File: src/rtl/if_fetch_pkg.sv
// Shared constants and types for the byte-serial instruction fetch stage.
package if_fetch_pkg;

  localparam int unsigned XLEN   = 32;
  localparam int unsigned BYTE_W = 8;
  localparam int unsigned CNT_W  = 2;

  localparam logic            Enable   = 1'b1;
  localparam logic            Disable  = 1'b0;
  localparam logic [XLEN-1:0] ZeroWord = 32'h0000_0000;

  typedef enum logic [1:0] {
    IF_ISSUE = 2'd0,
    IF_LAST  = 2'd1,
    IF_HOLD  = 2'd2
  } if_state_e;

  // Payload presented across the IF/ID boundary.
  typedef struct packed {
    logic [XLEN-1:0] pc;
    logic [XLEN-1:0] inst;
    logic            valid;
  } ifid_t;

endpackage

File: src/rtl/if_fetch_if.sv
// Byte-wide read port between the fetch stage (master) and the memory controller (slave).
interface if_fetch_if
  import if_fetch_pkg::*;
();

  logic              mem_req_o;
  logic [XLEN-1:0]   mem_addr_o;
  logic              mem_busy_i;
  logic [BYTE_W-1:0] mem_rdata_i;

  modport master (output mem_req_o, mem_addr_o, input mem_busy_i, mem_rdata_i);
  modport slave  (input mem_req_o, mem_addr_o, output mem_busy_i, mem_rdata_i);

endinterface

File: src/rtl/if_fetch.sv
// Instruction fetch: four byte reads per instruction, assembled little-endian,
// held under stall, redirected by EX with in-flight bytes dropped.
module if_fetch
  import if_fetch_pkg::*;
#(
  parameter logic [XLEN-1:0] RESET_PC = 32'h0000_0000
) (
  input  logic            clk,
  input  logic            rst,
  input  logic            stall_i,
  input  logic            branch_en_i,
  input  logic [XLEN-1:0] branch_target_i,
  if_fetch_if.master      mem,
  output logic [XLEN-1:0] pc_IFID_o,
  output logic [XLEN-1:0] inst_IFID_o,
  output logic            valid_IFID_o
);

  if_state_e         state_q, state_d;
  logic [XLEN-1:0]   pc_q, pc_d;
  logic [CNT_W-1:0]  cnt_q, cnt_d;
  logic              pend_q, pend_d;
  logic [CNT_W-1:0]  pidx_q, pidx_d;
  logic [XLEN-1:0]   byte_buf_q, byte_buf_d;
  ifid_t             ifid_q, ifid_d;
  logic              accept_c;

  // Request side is combinational so the controller sees the address in the issuing cycle.
  always_comb begin
    mem.mem_req_o  = (state_q == IF_ISSUE) && !rst;
    mem.mem_addr_o = rst ? RESET_PC : pc_q + XLEN'(cnt_q);
    accept_c       = mem.mem_req_o && !mem.mem_busy_i;
  end

  always_comb begin
    state_d    = state_q;
    pc_d       = pc_q;
    cnt_d      = cnt_q;
    pend_d     = Disable;
    pidx_d     = pidx_q;
    byte_buf_d = byte_buf_q;
    ifid_d     = ifid_q;

    if (pend_q) begin
      byte_buf_d[BYTE_W*pidx_q +: BYTE_W] = mem.mem_rdata_i;
    end

    unique case (state_q)
      IF_ISSUE: begin
        if (accept_c) begin
          pend_d = Enable;
          pidx_d = cnt_q;
          cnt_d  = cnt_q + CNT_W'(1);
          if (cnt_q == CNT_W'(3)) state_d = IF_LAST;
        end
      end
      IF_LAST: begin
        ifid_d.inst  = {mem.mem_rdata_i, byte_buf_q[23:0]};
        ifid_d.pc    = pc_q;
        ifid_d.valid = Enable;
        state_d      = IF_HOLD;
      end
      IF_HOLD: begin
        if (!stall_i) begin
          ifid_d.valid = Disable;
          pc_d         = pc_q + XLEN'(4);
          cnt_d        = '0;
          state_d      = IF_ISSUE;
        end
      end
      default: state_d = IF_ISSUE;
    endcase

    // Redirect overrides everything, including the byte landing this cycle.
    if (branch_en_i) begin
      pc_d         = branch_target_i;
      cnt_d        = '0;
      pend_d       = Disable;
      byte_buf_d   = byte_buf_q;
      ifid_d.pc    = ifid_q.pc;
      ifid_d.inst  = ifid_q.inst;
      ifid_d.valid = Disable;
      state_d      = IF_ISSUE;
    end
  end

  always_ff @(posedge clk) begin
    if (rst) begin
      state_q    <= IF_ISSUE;
      pc_q       <= RESET_PC;
      cnt_q      <= '0;
      pend_q     <= Disable;
      pidx_q     <= '0;
      byte_buf_q <= ZeroWord;
      ifid_q     <= '{pc: ZeroWord, inst: ZeroWord, valid: Disable};
    end else begin
      state_q    <= state_d;
      pc_q       <= pc_d;
      cnt_q      <= cnt_d;
      pend_q     <= pend_d;
      pidx_q     <= pidx_d;
      byte_buf_q <= byte_buf_d;
      ifid_q     <= ifid_d;
    end
  end

  assign pc_IFID_o    = ifid_q.pc;
  assign inst_IFID_o  = ifid_q.inst;
  assign valid_IFID_o = ifid_q.valid;

endmodule

File: src/flat_wrapper.sv
// flat-port wrapper written by rule: the top's interface ports become plain ports
module if_fetch_flat import if_fetch_pkg::*;
#(
  parameter logic [XLEN-1:0] RESET_PC = 32'h0000_0000
)
  (clk, rst, stall_i, branch_en_i, branch_target_i, pc_IFID_o, inst_IFID_o, valid_IFID_o, mem_mem_req_o, mem_mem_addr_o, mem_mem_busy_i, mem_mem_rdata_i);
  if_fetch_if mem_i ();
  input  logic clk;
  input  logic rst;
  input  logic stall_i;
  input  logic branch_en_i;
  input  logic [XLEN-1:0] branch_target_i;
  output logic [XLEN-1:0] pc_IFID_o;
  output logic [XLEN-1:0] inst_IFID_o;
  output logic valid_IFID_o;
  output wire logic [$bits(mem_i.mem_req_o)-1:0] mem_mem_req_o;
  output wire logic [$bits(mem_i.mem_addr_o)-1:0] mem_mem_addr_o;
  input wire logic [$bits(mem_i.mem_busy_i)-1:0] mem_mem_busy_i;
  input wire logic [$bits(mem_i.mem_rdata_i)-1:0] mem_mem_rdata_i;
  assign mem_mem_req_o = mem_i.mem_req_o;
  assign mem_mem_addr_o = mem_i.mem_addr_o;
  assign mem_i.mem_busy_i = mem_mem_busy_i;
  assign mem_i.mem_rdata_i = mem_mem_rdata_i;
  if_fetch #(.RESET_PC(RESET_PC)) u_core (.clk(clk), .rst(rst), .stall_i(stall_i), .branch_en_i(branch_en_i), .branch_target_i(branch_target_i), .mem(mem_i), .pc_IFID_o(pc_IFID_o), .inst_IFID_o(inst_IFID_o), .valid_IFID_o(valid_IFID_o));
endmodule
File: config.mk
export PLATFORM = sky130hd
export DESIGN_NAME = if_fetch_flat
export DESIGN_NICKNAME = d
export VERILOG_FILES = /design/src/rtl/if_fetch_pkg.sv /design/src/rtl/if_fetch_if.sv /design/src/rtl/if_fetch.sv /design/src/flat_wrapper.sv
export SDC_FILE = /design/constraint.sdc
export NUM_CORES = 1
export LEC_CHECK = 0
export ABC_AREA = 1
export BUFFER_PORTS_ARGS = -buffer_cell sky130_fd_sc_hd__buf_4
export CAP_MARGIN = 20
export CORE_MARGIN = 5
export CORE_UTILIZATION = 55
export CTS_CLUSTER_DIAMETER = 30
export DETAILED_ROUTE_END_ITERATION = 16
export PLACE_DENSITY_LB_ADDON = 0.08
export SLEW_MARGIN = 25
export SYNTH_ARGS = -nofsm -noshare
export SYNTH_HDL_FRONTEND = slang
export SYNTH_SLANG_ARGS = --single-unit
File: constraint.sdc
create_clock -name clk -period 2.9 [get_ports clk]
set_clock_uncertainty 0.15 [all_clocks]
set_input_delay 0.145 -clock clk [delete_from_list [all_inputs] [get_ports clk]]
set_output_delay 0.145 -clock clk [all_outputs]
set_load 0.01 [all_outputs]
* Word-level counts from Yosys, hierarchy flattened
Index checks and enable logic that the tools add are counted.
Word-level totals: output and inout port bits 98, flip-flop bits (word level) 136, bits of input ports 45, logic and storage cells 55
Operators by class: add/sub/neg operators 4, eq/ne operators 7, reduce and logical (&&, ||, !) cells 17, bitwise operators 2, shifts and indexed selects 2, multiplexer cells 14
Operators by type and width (count):
- two-way mux 32 bit | 4
- negator 5 -> 34 bit | 1
- variable shift 8 x 34 -> 32 bit (first input constant) | 1
- indexed part select 8 x 34 -> 32 bit | 1
- adder 32 x 2 -> 32 bit | 1
- adder 32 x 3 -> 32 bit (second input constant) | 1
- bitwise mux 32 bit | 1
- AND reduction 2 bit | 5
- two-way mux 2 bit | 4
- one-hot mux 2 bit (3 select lines) | 1
- AND reduction 3 bit | 2
- nonzero test 2 bit | 3
- == test 2 bit (second input constant) | 2
- inequality test 2 x 1 -> 1 bit (second input constant) | 2
- inequality test 2 bit (second input constant) | 2
- one-hot mux 2 bit (2 select lines) | 1
- OR reduction 3 bit | 1
- adder 2 x 1 -> 2 bit (second input constant) | 1
- == test 2 x 1 -> 1 bit (second input constant) | 1
- logical AND 1 bit | 2
- logical NOT 1 bit | 2
- logical NOT 2 bit | 1
- two-way mux 1 bit | 2
- NOT 1 bit | 2
- 2 further kinds | 2

* Logic depth before layout (Yosys ltp)
depth after elaboration 5, depth in mapped cells 10, mapped depth without buffers 9

* Least setup slack after synthesis
No wires, ideal clock.
path kind reg-to-output, start point register u_core.cnt_q[0], end point output mem_mem_addr_o[26], required time 2605 ps, path buffers 0, cell stages (with the launch flop) 10, arrival time 1722 ps, path slack 883 ps, path through dfxtp_1 > ha_1 > fa_1 > nand2_1 > nor2_1 > nand2_1 > nor2_1 > nand2_1 > o21ai_0 > a21oi_1
On the way: longest elaborated chain between the ends 2
RTL lines:
- start, declared | RTL line if_fetch.sv:21 | logic [CNT_W-1:0] cnt_q, cnt_d;
- start signal, assigned | RTL line if_fetch.sv:99 | cnt_q <= cnt_d;
- adder 32 x 2 -> 32 bit | RTL line if_fetch.sv:31 | mem.mem_addr_o = rst ? RESET_PC : pc_q + XLEN'(cnt_q);
- two-way mux 32 bit | RTL line if_fetch.sv:31
- end, declared | RTL line flat_wrapper.sv:17 | output wire logic [$bits(mem_i.mem_addr_o)-1:0] mem_mem_addr_o;
No other way between the ends.

* Worst setup path after layout
start point register u_core.cnt_q[1], end point output mem_mem_addr_o[27]
Same word-level chain as after synthesis.

==> out/summary.txt <==
status -> complete, no violations
final total power -> 4.54 mW
Hold Path Stages -> 5
Clock Tree Root -> clkbuf_16
R2R Setup Slk -> 340 ps
port buffer count -> 142
CP required -> 2610 ps
fin. max-slew vios -> 0
CTS Sinks -> 128
Setup-failing EPs final -> 0
final net count -> 1,163
Placed Instances -> 1,191
critical path startpoint -> u_core.cnt_q[1]$_SDFFE_PP0P_
Util after Layout -> 75.4%
crit path capture type -> output port
starting density of the core -> 56.5%
cell with the most instances after synthesis -> nand2_1
Final Cycle Share -> 95.1%
CTS tree -> built
TritonCTS buffer count -> 17
Max Freq -> 363 MHz
Non-Filler Instances -> 1,265
Post-synth EDFFs -> 0
r2r endpoint -> u_core.pc_q[28]$_SDFFE_PP0P_
max_slew headroom -> 42.2%
R2R cell count -> 8
Peak VDD IR -> 0.287 mV
Mapped Area -> 6500 sq um
Hold Path Class -> in2reg
gpl congestion -> 0.957
Mapped Cells -> 954
Fin. Hold Viols -> 0
Die W -> 119 microns
Post-DRT Antenna Nets -> 0
Initial DRC Count -> 544
area grow syn2layout -> 33.5%
max cap viols -> 0
CP delay by family, top -> compound AO/OA/AOI/OAI gates
top_reg_cell synth -> dfxtp_1
Worst Setup EP -> mem_mem_addr_o[27]
drt via density -> 5.53
Fillers -> 956
Mapped Nets -> 1,008
gr usage total -> 28.7%
crit-path max cell delay -> 430 ps
Leakage -> 3.44 nW
Reg clk slew, reported paths -> 50 ps
post-detail-place hpwl -> 13.6 mm
sequential area share after synthesis -> 39.4%
ys async rst share -> 0%
die area -> 14,100 sq um
CP arrival -> 2460 ps
H-tree depth -> 4
antenna cell count -> 0
drt wl/cell -> 15.9 microns
final wirelength -> 20.2 mm
Seq cells post-synth -> 128
min cycle time layout -> 2760 ps
Worst setup SP type -> flop
Die Span Y -> 119 microns
layout cells sized above 1 -> 20.2%
Synth area leader -> dfxtp_1
Row Count -> 39
maximum number of pins on one net before global-route repair -> 73
Synth cell types -> 37
critical path's slowest cell -> dfxtp_1
number of buffers and inverters on the critical path -> 2
worst path cell trace -> ha_1 > a21oi_2 > inv_1 > nand2_1 > nor2_1 > nand3_1 > o21ai_0 > a21oi_1 > buf_4
global-route wire length before repair -> 32.9 mm
critical path type -> reg2out
vias in the first global route -> 6,792
core area -> 11,500 sq um
total congestion overflow -> 0
Clock Path Buffers -> 2
area fraction of the dominant cell type after synthesis -> 39.4%
via count -> 6,999
clk_lat worst skew -> 430 ps
Remaining DRCs -> 0
Synth area leaders -> dfxtp_1 39%, nand2_1 11%, a21oi_1 10%
worst-margin pin slew -> 864 ps
synth cell count leaders -> 192 x nand2_1, 135 x a21oi_1, 128 x dfxtp_1
initial antenna violation count -> 0
first-pass iteration count of the detailed router -> 7
setup tns final -> 0 ps
YS warnings -> 0
Critical R2R Launch -> u_core.state_q[0]$_SDFFE_PP0P_
Worst Path Max Fanout -> 7
io pins -> 143
CP Depth -> 9
Mapped Avg Cell Area -> 6.81 sq um
pwr dens -> 523 nW/um^2
==> per-layer routing <==
metal / global-route usage [%] / wire length, microns
met4: 15.3 / 811
met2: 49.3 / 9990
met1: 33.1 / 8050
met5: 0 / 0
met3: 6.78 / 1300
==> worst min path at each step <==
stage,start,end,slack (ps)
finish,branch_target_i[21],u_core.pc_q[21]$_SDFFE_PP0P_,30
global route,branch_target_i[21],u_core.pc_q[21]$_SDFFE_PP0P_,50
CTS,branch_target_i[21],u_core.pc_q[21]$_SDFFE_PP0P_,2
detailed placement,branch_target_i[0],u_core.pc_q[0]$_SDFFE_PP0P_,230
global placement,branch_target_i[0],u_core.pc_q[0]$_SDFFE_PP0P_,230
floorplan,branch_target_i[0],u_core.pc_q[0]$_SDFFE_PP0P_,130
==> flip-flops by register name, indices dropped and copies added (netlist names) <==
signal / count
u_core.valid_IFID_o: 1
u_core.pend_q: 1
u_core.state_q: 2
u_core.cnt_q: 2
u_core.pc_q: 32
u_core.byte_buf_q: 24
u_core.pidx_q: 2
u_core.inst_IFID_o: 32
u_core.pc_IFID_o: 32
==> report_power, final <==
| group | total (mW) | switching [mW] | internal, mW | leakage, nW |
|---|---|---|---|---|
| combinational | 0.382 | 0.218 | 0.165 | 2.08 |
| sequential | 1.85 | 0.0590 | 1.79 | 1.04 |
| clock | 2.31 | 0.771 | 1.54 | 0.322 |
==> logic make-up (layout without fill, tap and decap cells) <==
kind of cell	Yosys count	after routing	synth area share (%)
AND/OR/NAND/NOR	442	442	30.8
AO/OA/AOI/OAI	220	220	17.4
buffers and inverters	142	310	8.60
flip-flops	128	128	39.4
XOR/XNOR	13	13	1.87
adder cells (fa/ha/maj)	9	9	1.85
==> worst min-delay path, cell delays in order <==
cell and delay (ps):
buf_4 110, nand2_1 90, o21ai_0 90, inv_1 50, a21oi_1 60
==> metrics by stage <==
step	instance area (sq um)	setup slack, ps	hold slack (ps)
5_1_grt	8680	-15.2	50.5
6_report	8680	143	30.8
3_3_place_gp	7600	549	228
3_5_place_dp	7600	411	232
2_1_floorplan	6500	883	130
4_1_cts	8660	67.2	2.16
==> layout by cell type, fill, tap and decap left out, drive strengths merged, types with 3 or more instances in the layout <==
cell / synthesis / layout
bufinv: 0 / 3
nand4: 3 / 3
nor2: 99 / 99
ha: 8 / 8
clkinv: 1 / 4
o21ai: 68 / 68
nand2: 202 / 202
nand3: 123 / 123
dlygate4sd3: 0 / 41
xor2: 12 / 12
a21oi: 136 / 136
clkbuf: 30 / 25
dfxtp: 128 / 128
a31oi: 11 / 11
buf: 24 / 149
inv: 87 / 87
nor3: 13 / 13
==> final cells by class <==
class | instances | area (sq um) | share of cell area, %
Timing Repair Buffer | 190 | 1550 | 17.9
Tap cell | 143 | 179 | 2.06
Inverter | 88 | 332 | 3.82
Sequential cell | 128 | 2560 | 29.5
Clock buffer | 25 | 536 | 6.17
Multi-Input combinational cell | 684 | 3390 | 39.1
Clock inverter | 7 | 120 | 1.38
==> what timing repair did <==
item | in CTS | in global routing
hold buffers | 41 | 0
gates resized for setup | 0 | 3
buffers inserted | 0 | 1
endpoints found under the hold margin | 51 | 0
endpoints found under the setup margin | 0 | 7
(Power assumes the default switching activity.)
